### src/rtl/sqemux_sel_ctrl_if.sv
// Request/acknowledge handshake between a switch requester and sqemux_sel_ctrl.
interface sqemux_sel_ctrl_if;
    logic req_valid;
    logic req_sel;
    logic abort;
    logic req_ready;
    logic done;
    logic aborted;

    modport master (
        output req_valid, req_sel, abort,
        input  req_ready, done, aborted
    );

    modport slave (
        input  req_valid, req_sel, abort,
        output req_ready, done, aborted
    );
endinterface

### src/rtl/sqemux_sel_ctrl.sv
// Sequencer for the SQEMUX dynamic clock mux: gate off, switch SELECT, settle, gate on,
// then acknowledge the requester. All outputs come straight from flops.
module sqemux_sel_ctrl #(
    parameter int unsigned OFF_CYCLES    = 4,
    parameter int unsigned SETTLE_CYCLES = 8,
    parameter int unsigned ON_CYCLES     = 2,
    parameter int unsigned CNT_W         = 8,
    parameter bit          RESET_SEL     = 1'b0
) (
    input  logic               clk,
    input  logic               resetn,
    sqemux_sel_ctrl_if.slave   bus,
    output logic               select,
    output logic               sen,
    output logic               den,
    output logic               dynen,
    output logic [15:0]        switch_cnt
);
    // A zero-length phase would collapse the glitch-safe ordering, so clamp to one cycle.
    localparam int unsigned N_OFF = (OFF_CYCLES    == 0) ? 1 : OFF_CYCLES;
    localparam int unsigned N_SET = (SETTLE_CYCLES == 0) ? 1 : SETTLE_CYCLES;
    localparam int unsigned N_ON  = (ON_CYCLES     == 0) ? 1 : ON_CYCLES;
    localparam logic [CNT_W-1:0] OFF_LD = CNT_W'(N_OFF - 1);
    localparam logic [CNT_W-1:0] SET_LD = CNT_W'(N_SET - 1);
    localparam logic [CNT_W-1:0] ON_LD  = CNT_W'(N_ON - 1);

    typedef enum logic [2:0] {IDLE, GATE_OFF, SWITCH, GATE_ON, ACK} state_t;

    state_t           state;
    logic [CNT_W-1:0] cnt;
    logic             sel_q;
    logic             aborting;
    logic             ready_q;
    logic             done_q;
    logic             aborted_q;
    logic [15:0]      cnt_q;

    assign bus.req_ready = ready_q;
    assign bus.done      = done_q;
    assign bus.aborted   = aborted_q;
    assign switch_cnt    = cnt_q;
    assign den           = 1'b0;

    always_ff @(posedge clk or negedge resetn) begin
        if (!resetn) begin
            state     <= IDLE;
            cnt       <= '0;
            sel_q     <= RESET_SEL;
            aborting  <= 1'b0;
            ready_q   <= 1'b1;
            done_q    <= 1'b0;
            aborted_q <= 1'b0;
            cnt_q     <= '0;
            select    <= RESET_SEL;
            sen       <= 1'b1;
            dynen     <= 1'b0;
        end else begin
            done_q    <= 1'b0;
            aborted_q <= 1'b0;
            case (state)
                IDLE: begin
                    if (bus.req_valid && ready_q) begin
                        ready_q <= 1'b0;
                        sel_q   <= bus.req_sel;
                        if (bus.req_sel == select) begin
                            state  <= ACK;
                            done_q <= 1'b1;
                        end else begin
                            state    <= GATE_OFF;
                            sen      <= 1'b0;
                            dynen    <= 1'b1;
                            cnt      <= OFF_LD;
                            aborting <= 1'b0;
                        end
                    end
                end
                GATE_OFF: begin
                    // Abort is only safe here: SELECT has not moved yet.
                    if (bus.abort) begin
                        state    <= GATE_ON;
                        sen      <= 1'b1;
                        cnt      <= ON_LD;
                        aborting <= 1'b1;
                    end else if (cnt == '0) begin
                        state  <= SWITCH;
                        select <= sel_q;
                        cnt    <= SET_LD;
                    end else begin
                        cnt <= cnt - 1'b1;
                    end
                end
                SWITCH: begin
                    if (cnt == '0) begin
                        state <= GATE_ON;
                        sen   <= 1'b1;
                        cnt   <= ON_LD;
                    end else begin
                        cnt <= cnt - 1'b1;
                    end
                end
                GATE_ON: begin
                    if (cnt == '0) begin
                        state     <= ACK;
                        done_q    <= 1'b1;
                        aborted_q <= aborting;
                        dynen     <= 1'b0;
                        if (!aborting && cnt_q != 16'hFFFF)
                            cnt_q <= cnt_q + 16'd1;
                    end else begin
                        cnt <= cnt - 1'b1;
                    end
                end
                ACK: begin
                    state   <= IDLE;
                    ready_q <= 1'b1;
                end
                default: state <= IDLE;
            endcase
        end
    end
endmodule
### src/flat_wrapper.sv
// flat-port wrapper written by rule: the top's interface ports become plain ports
module sqemux_sel_ctrl_flat 
#(
    parameter int unsigned OFF_CYCLES    = 4,
    parameter int unsigned SETTLE_CYCLES = 8,
    parameter int unsigned ON_CYCLES     = 2,
    parameter int unsigned CNT_W         = 8,
    parameter bit          RESET_SEL     = 1'b0
)
  (clk, resetn, select, sen, den, dynen, switch_cnt, bus_req_valid, bus_req_sel, bus_abort, bus_req_ready, bus_done, bus_aborted);
  sqemux_sel_ctrl_if bus_i ();
  input  logic clk;
  input  logic resetn;
  output logic select;
  output logic sen;
  output logic den;
  output logic dynen;
  output logic [15:0] switch_cnt;
  input wire logic [$bits(bus_i.req_valid)-1:0] bus_req_valid;
  input wire logic [$bits(bus_i.req_sel)-1:0] bus_req_sel;
  input wire logic [$bits(bus_i.abort)-1:0] bus_abort;
  output wire logic [$bits(bus_i.req_ready)-1:0] bus_req_ready;
  output wire logic [$bits(bus_i.done)-1:0] bus_done;
  output wire logic [$bits(bus_i.aborted)-1:0] bus_aborted;
  assign bus_i.req_valid = bus_req_valid;
  assign bus_i.req_sel = bus_req_sel;
  assign bus_i.abort = bus_abort;
  assign bus_req_ready = bus_i.req_ready;
  assign bus_done = bus_i.done;
  assign bus_aborted = bus_i.aborted;
  sqemux_sel_ctrl #(.OFF_CYCLES(OFF_CYCLES), .SETTLE_CYCLES(SETTLE_CYCLES), .ON_CYCLES(ON_CYCLES), .CNT_W(CNT_W), .RESET_SEL(RESET_SEL)) u_core (.clk(clk), .resetn(resetn), .bus(bus_i), .select(select), .sen(sen), .den(den), .dynen(dynen), .switch_cnt(switch_cnt));
endmodule
### config.mk
export PLATFORM = sky130hd
export DESIGN_NAME = sqemux_sel_ctrl_flat
export DESIGN_NICKNAME = d
export VERILOG_FILES = /design/src/rtl/sqemux_sel_ctrl_if.sv /design/src/rtl/sqemux_sel_ctrl.sv /design/src/flat_wrapper.sv
export SDC_FILE = /design/constraint.sdc
export NUM_CORES = 1
export LEC_CHECK = 0
export BUFFER_PORTS_ARGS = -buffer_cell sky130_fd_sc_hd__buf_2
export CAP_MARGIN = 25
export CORE_MARGIN = 4
export CORE_UTILIZATION = 40
export DETAILED_ROUTE_END_ITERATION = 10
export PLACE_DENSITY = 0.6
export SLEW_MARGIN = 5
export SYNTH_ARGS = -nofsm -noshare
export SYNTH_HDL_FRONTEND = slang
export SYNTH_SLANG_ARGS = --single-unit
### constraint.sdc
create_clock -name clk -period 3.5 [get_ports clk]
set_clock_uncertainty 0.1 [all_clocks]
set_input_delay 0 -clock clk [delete_from_list [all_inputs] [get_ports clk]]
set_output_delay 0 -clock clk [all_outputs]
set_load 0.01 [all_outputs]
# Word-level counts from Yosys, hierarchy flattened
# Index checks and enable logic that the tools add are counted.
# totals
reg_bits	35
wordCells	78
out_inout_bits	23
input_bits	5
# classes
addsub	2
bitwise	1
n_reduce_logical	19
n_eq_ne	13
mux	32
# op_table
operator	n
$mux 8	6
$pmux 8 s4	1
$mux 3	6
$add 16x1->16 const B	1
$ne 16x16->1 const B	1
$reduce_and 4->1	4
$mux 1	13
$pmux 3 s4	1
$logic_not 8->1	1
$pmux 1 s2	4
$sub 8x1->8 const B	1
$eq 3x2->1 const B	2
$ne 2x1->1 const B	3
$ne 2x2->1 const B	3
$reduce_and 3->1	2
$reduce_bool 2->1	3
$reduce_and 5->1	1
$reduce_and 2->1	2
$reduce_bool 4->1	1
$eq 3x1->1 const B	1
$eq 3x3->1 const B	1
$logic_not 3->1	1
$ne 3x2->1 const B	1
$pmux 1 s3	1
5 further kinds	6

# Logic depth before layout (Yosys ltp)
# logic_depth
word_depth	4
mapped_depth	9
depth_no_buf	7

# Least setup slack after synthesis
# No wires, ideal clock.
# synth_path
kind	register -> register
start	reg u_core.cnt[3]
end	reg u_core.cnt_q[13] (netlist: u_core.switch_cnt[13])
setup_ns	0.127
required_ns	3.273
synth_period_minus_slack_ns	2.484
arrival_ns	2.257
path_slack_ns	1.016
path_buffers	0
path_stages_with_launch	6
cell_sequence	dfrtp_1 or4_4 or4_4 nor4_2 nand4_1 xnor2_1
# synth_via
elab_chain_cells	2
# synth_rtl
element	line_no	source
start, declared	sqemux_sel_ctrl.sv:30	logic [CNT_W-1:0] cnt;
start signal, assigned	sqemux_sel_ctrl.sv:89	cnt <= cnt - 1'b1;
start signal, assigned	sqemux_sel_ctrl.sv:98	cnt <= cnt - 1'b1;
start signal, assigned	sqemux_sel_ctrl.sv:110	cnt <= cnt - 1'b1;
$logic_not 8->1	sqemux_sel_ctrl.sv:102	if (cnt == '0) begin
$reduce_and 3->1 (no source line)	n/a	
end signal, assigned	sqemux_sel_ctrl.sv:108	cnt_q <= cnt_q + 16'd1;
end, declared	sqemux_sel_ctrl.sv:36	logic [15:0] cnt_q;
# Every way passes these cells.
# A chain may end at the register's enable or synchronous reset.

# Final worst setup path
# Same ends and word-level chain as after synthesis.

==> summary.md <==
| Metric | Value |
|---|---|
| Outcome | `finished, final reports clean` |
| Syn Std Cell Area | `1807 sq um` |
| Fill cell total of the finished layout | `417` |
| Worst VDD drop | `0.2896 mV` |
| Die W | `75.21 um` |
| CTS tree | `built` |
| I/O pin count | `28` |
| Lkg Pwr | `1.022 nW` |
| Worst Setup EP | `u_core.switch_cnt[13]` |
| Post-synth ARST share | `100.0%` |
| Commonest non-fill, non-tap cell in the layout | `dfrtp_1` |
| Finished Layout Cells | `264` |
| Placeable Area | `4354 sq um` |
| Synth Register Bits | `35` |
| Sequential share of power | `57.8%` |
| Warnings from Yosys | `0` |
| CTS root buf | `clkbuf_8` |
| Clock Path Buffers | `2` |
| Hold crit path type | `primary input to register` |
| H-tree levels | `2` |
| Post-CTS sizing | `0` |
| Slew Viols, Final | `0` |
| Worst Path Arrival | `2.74 ns` |
| Final Hold Fails | `0` |
| First-pass GRT wire length | `6.658 mm` |
| RSZ-0062 raised after global routing | `false` |
| Synthesized area per cell | `10.04 sq um` |
| Clock share of power | `40.0%` |
| Post-DR vias/cell | `5.273` |
| Pint | `0.0005486 W` |
| Final setup vio count | `0` |
| Cells after synthesis | `180` |
| Hold_ws | `0.01121 ns` |
| Total die area | `5656 sq um` |
| Chip height | `75.21 um` |
| Placed cell areas | `1968 sq um` |
| Pwr dens | `336.6 nW/um^2` |
| Dpl ws | `0.8326 ns` |
| Layout cells sized above 1 | `23.58%` |
| Port Buffers | `26` |
| Drt first pass iters | `4` |
| Starting density of the core | `41.49%` |
| Worst reg-to-reg path cell count | `5` |
| Max-cap violation count | `0` |
| Finished layout cell area | `2079 sq um` |
| Clock-pin transition on the worst setup and hold timing paths | `0.07 ns` |
| Grt ovf | `0` |
| Tcrit/Tclk final | `76.50%` |
| Reg-to-reg startpoint | `u_core.cnt[3]` |
| Critical setup path kind | `register to register` |
| Max Fclk | `0.3735 GHz` |
| Worst Setup Slack, final | `0.8224 ns` |
| Post-synthesis sequential area ratio | `48.61%` |
| Net Sw Power | `0.0001513 W` |
| Reg-to-reg setup timing slack | `0.82 ns` |
| Routed vias | `1392` |
| Post-Syn Nets | `188` |
| Post-synth EDFFs | `0` |
| GPL Wtd Cong | `0.8558` |
| Largest net degree at the start of global routing | `36` |
| Crit path from | `u_core.cnt[3]` |
| Initial antenna violation count | `0` |
| DRT iter0 DRCs | `101` |
| Min Tclk post-route | `2.678 ns` |
| CTS Buf Count | `5` |
| Final TNS setup | `0 ns` |
| Crit start category | `register` |
| Worst Tran Pin Value | `0.7862 ns` |
| Setup crit end kind | `register` |
| Reg-to-reg endpoint | `u_core.switch_cnt[13]` |
| Routed wire length | `3.789 mm` |
| Commonest non-fill, non-tap cells in the layout | `33 x dfrtp_1, 26 x buf_2, 16 x nor2_1` |
| Post-CTS Setup Bufs | `0` |
| Routed Antenna Nets | `0` |
| Final net count | `219` |
| Sw Share | `21.62%` |
| CTS sink cnt | `35` |
| Number of diodes | `0` |
| Drt wl/cell | `14.35 um` |
| WP data required | `3.57 ns` |
| Area Overhead vs Synth | `15.10%` |
| Top_reg_cell synth | `dfrtp_1` |
| Combinational power share | `2.2%` |
| Max_slew headroom | `47.59%` |
| GR Util All Layers | `15.51%` |
| Vias in the first global route | `1372` |
| Synth unique cells | `45` |
| # rows | `24` |
| Worst Path Max Fanout | `6` |
| Clock Latency Late Sink | `0.28 ns` |
| DP Cell Count | `253` |
| # hold bufs at CTS | `3` |
| DR DRC count | `0` |
| Detailed Place HPWL | `2.731 mm` |
==> layout make-up <==
class                   count  area, sq um  area share [%]
flip-flops and latches     35        878.3           42.24
multi-input cells         129        849.6           40.85
repair buffers             30        167.7           8.063
clock buffers               7        76.32           3.670
well taps                  52        65.06           3.129
inverters                  10        37.54           1.805
clock inverters             1        5.005          0.2407
==> worst min-delay path by stage <==
stage,start,end,slack [ns],depth (start not counted)
floorplan,resetn,u_core.aborting,-0.40,0
global placement,resetn,u_core.switch_cnt[14],0.04,1
detailed placement,resetn,u_core.switch_cnt[12],0.03,1
CTS,bus_abort,u_core.state[1],0.007,3
global route,bus_abort,u_core.state[1],0.03,3
finish,bus_abort,u_core.state[1],0.01,3
==> cells by family after synthesis <==
group	synth area share, %
buffers and inverters	4.363
other	0.2076
AO/OA/AOI/OAI	11.08
adder cells (fa/ha/maj)	2.078
XOR/XNOR	8.726
AND/OR/NAND/NOR	21.88
multiplexers	3.047
flip-flops	48.61
==> metal layers <==
| layer | up-vias | part of all wire, % | GRT usage (%) |
|---|---|---|---|
| li1 | 690 | - | - |
| met1 | 673 | 50 | 21.68 |
| met2 | 25 | 46 | 23.50 |
| met3 | 4 | 3.6 | 3.872 |
| met4 | 0 | 0.90 | 5.243 |
| met5 | - | 0 | 0 |
==> worst max-delay path: stages (launching register included) <==
cell and delay (ns):
dfrtp_1 0.43, or4_4 0.57, or4_4 0.56, nor4_2 0.55, nand4_1 0.19, xnor2_1 0.16
==> synth_stat cells, drive strengths merged (4+ instances only) <==
cell type | instances | area, sq um
inv | 10 | 37.54
mux2 | 4 | 45.04
nor4 | 4 | 31.28
xnor2 | 10 | 87.58
nand2 | 10 | 37.54
o21ai | 8 | 40.03
nand4 | 4 | 25.02
nand3 | 11 | 55.05
nor2 | 19 | 78.83
nor3 | 7 | 35.03
a21oi | 5 | 25.02
a21o | 4 | 30.03
xor2 | 8 | 70.07
dfrtp | 33 | 825.8
==> power groups by stage <==
| stage | logic [W] | clock network [W] | registers [W] |
|---|---|---|---|
| floorplan | 0.00000269 | 0 | 0.000412 |
| global placement | 0.0000135 | 0 | 0.000412 |
| detailed placement | 0.0000134 | 0 | 0.000412 |
| CTS | 0.0000159 | 0.000292 | 0.000404 |
| global route | 0.0000178 | 0.000307 | 0.000404 |
| finish | 0.0000152 | 0.000280 | 0.000404 |
==> through the flow <==
stage / total power (W) / util [%]
floorplan: 0.0004149 / -
global placement: 0.0004255 / 45.20
detailed placement: 0.0004254 / 45.20
CTS: 0.0007118 / 47.76
global route: 0.0007289 / 47.76
finish: 0.0006999 / 47.76
==> sequential cells by signal (all words and copies together), names as in the netlist <==
signal and flops:
u_core.aborting 1, u_core.bus.aborted 1, u_core.bus.done 1, u_core.bus.req_ready 1
u_core.cnt 8, u_core.dynen 1, u_core.sel_q 1, u_core.select 1
u_core.sen 1, u_core.state 3, u_core.switch_cnt 16
(Power assumes the default switching activity.)
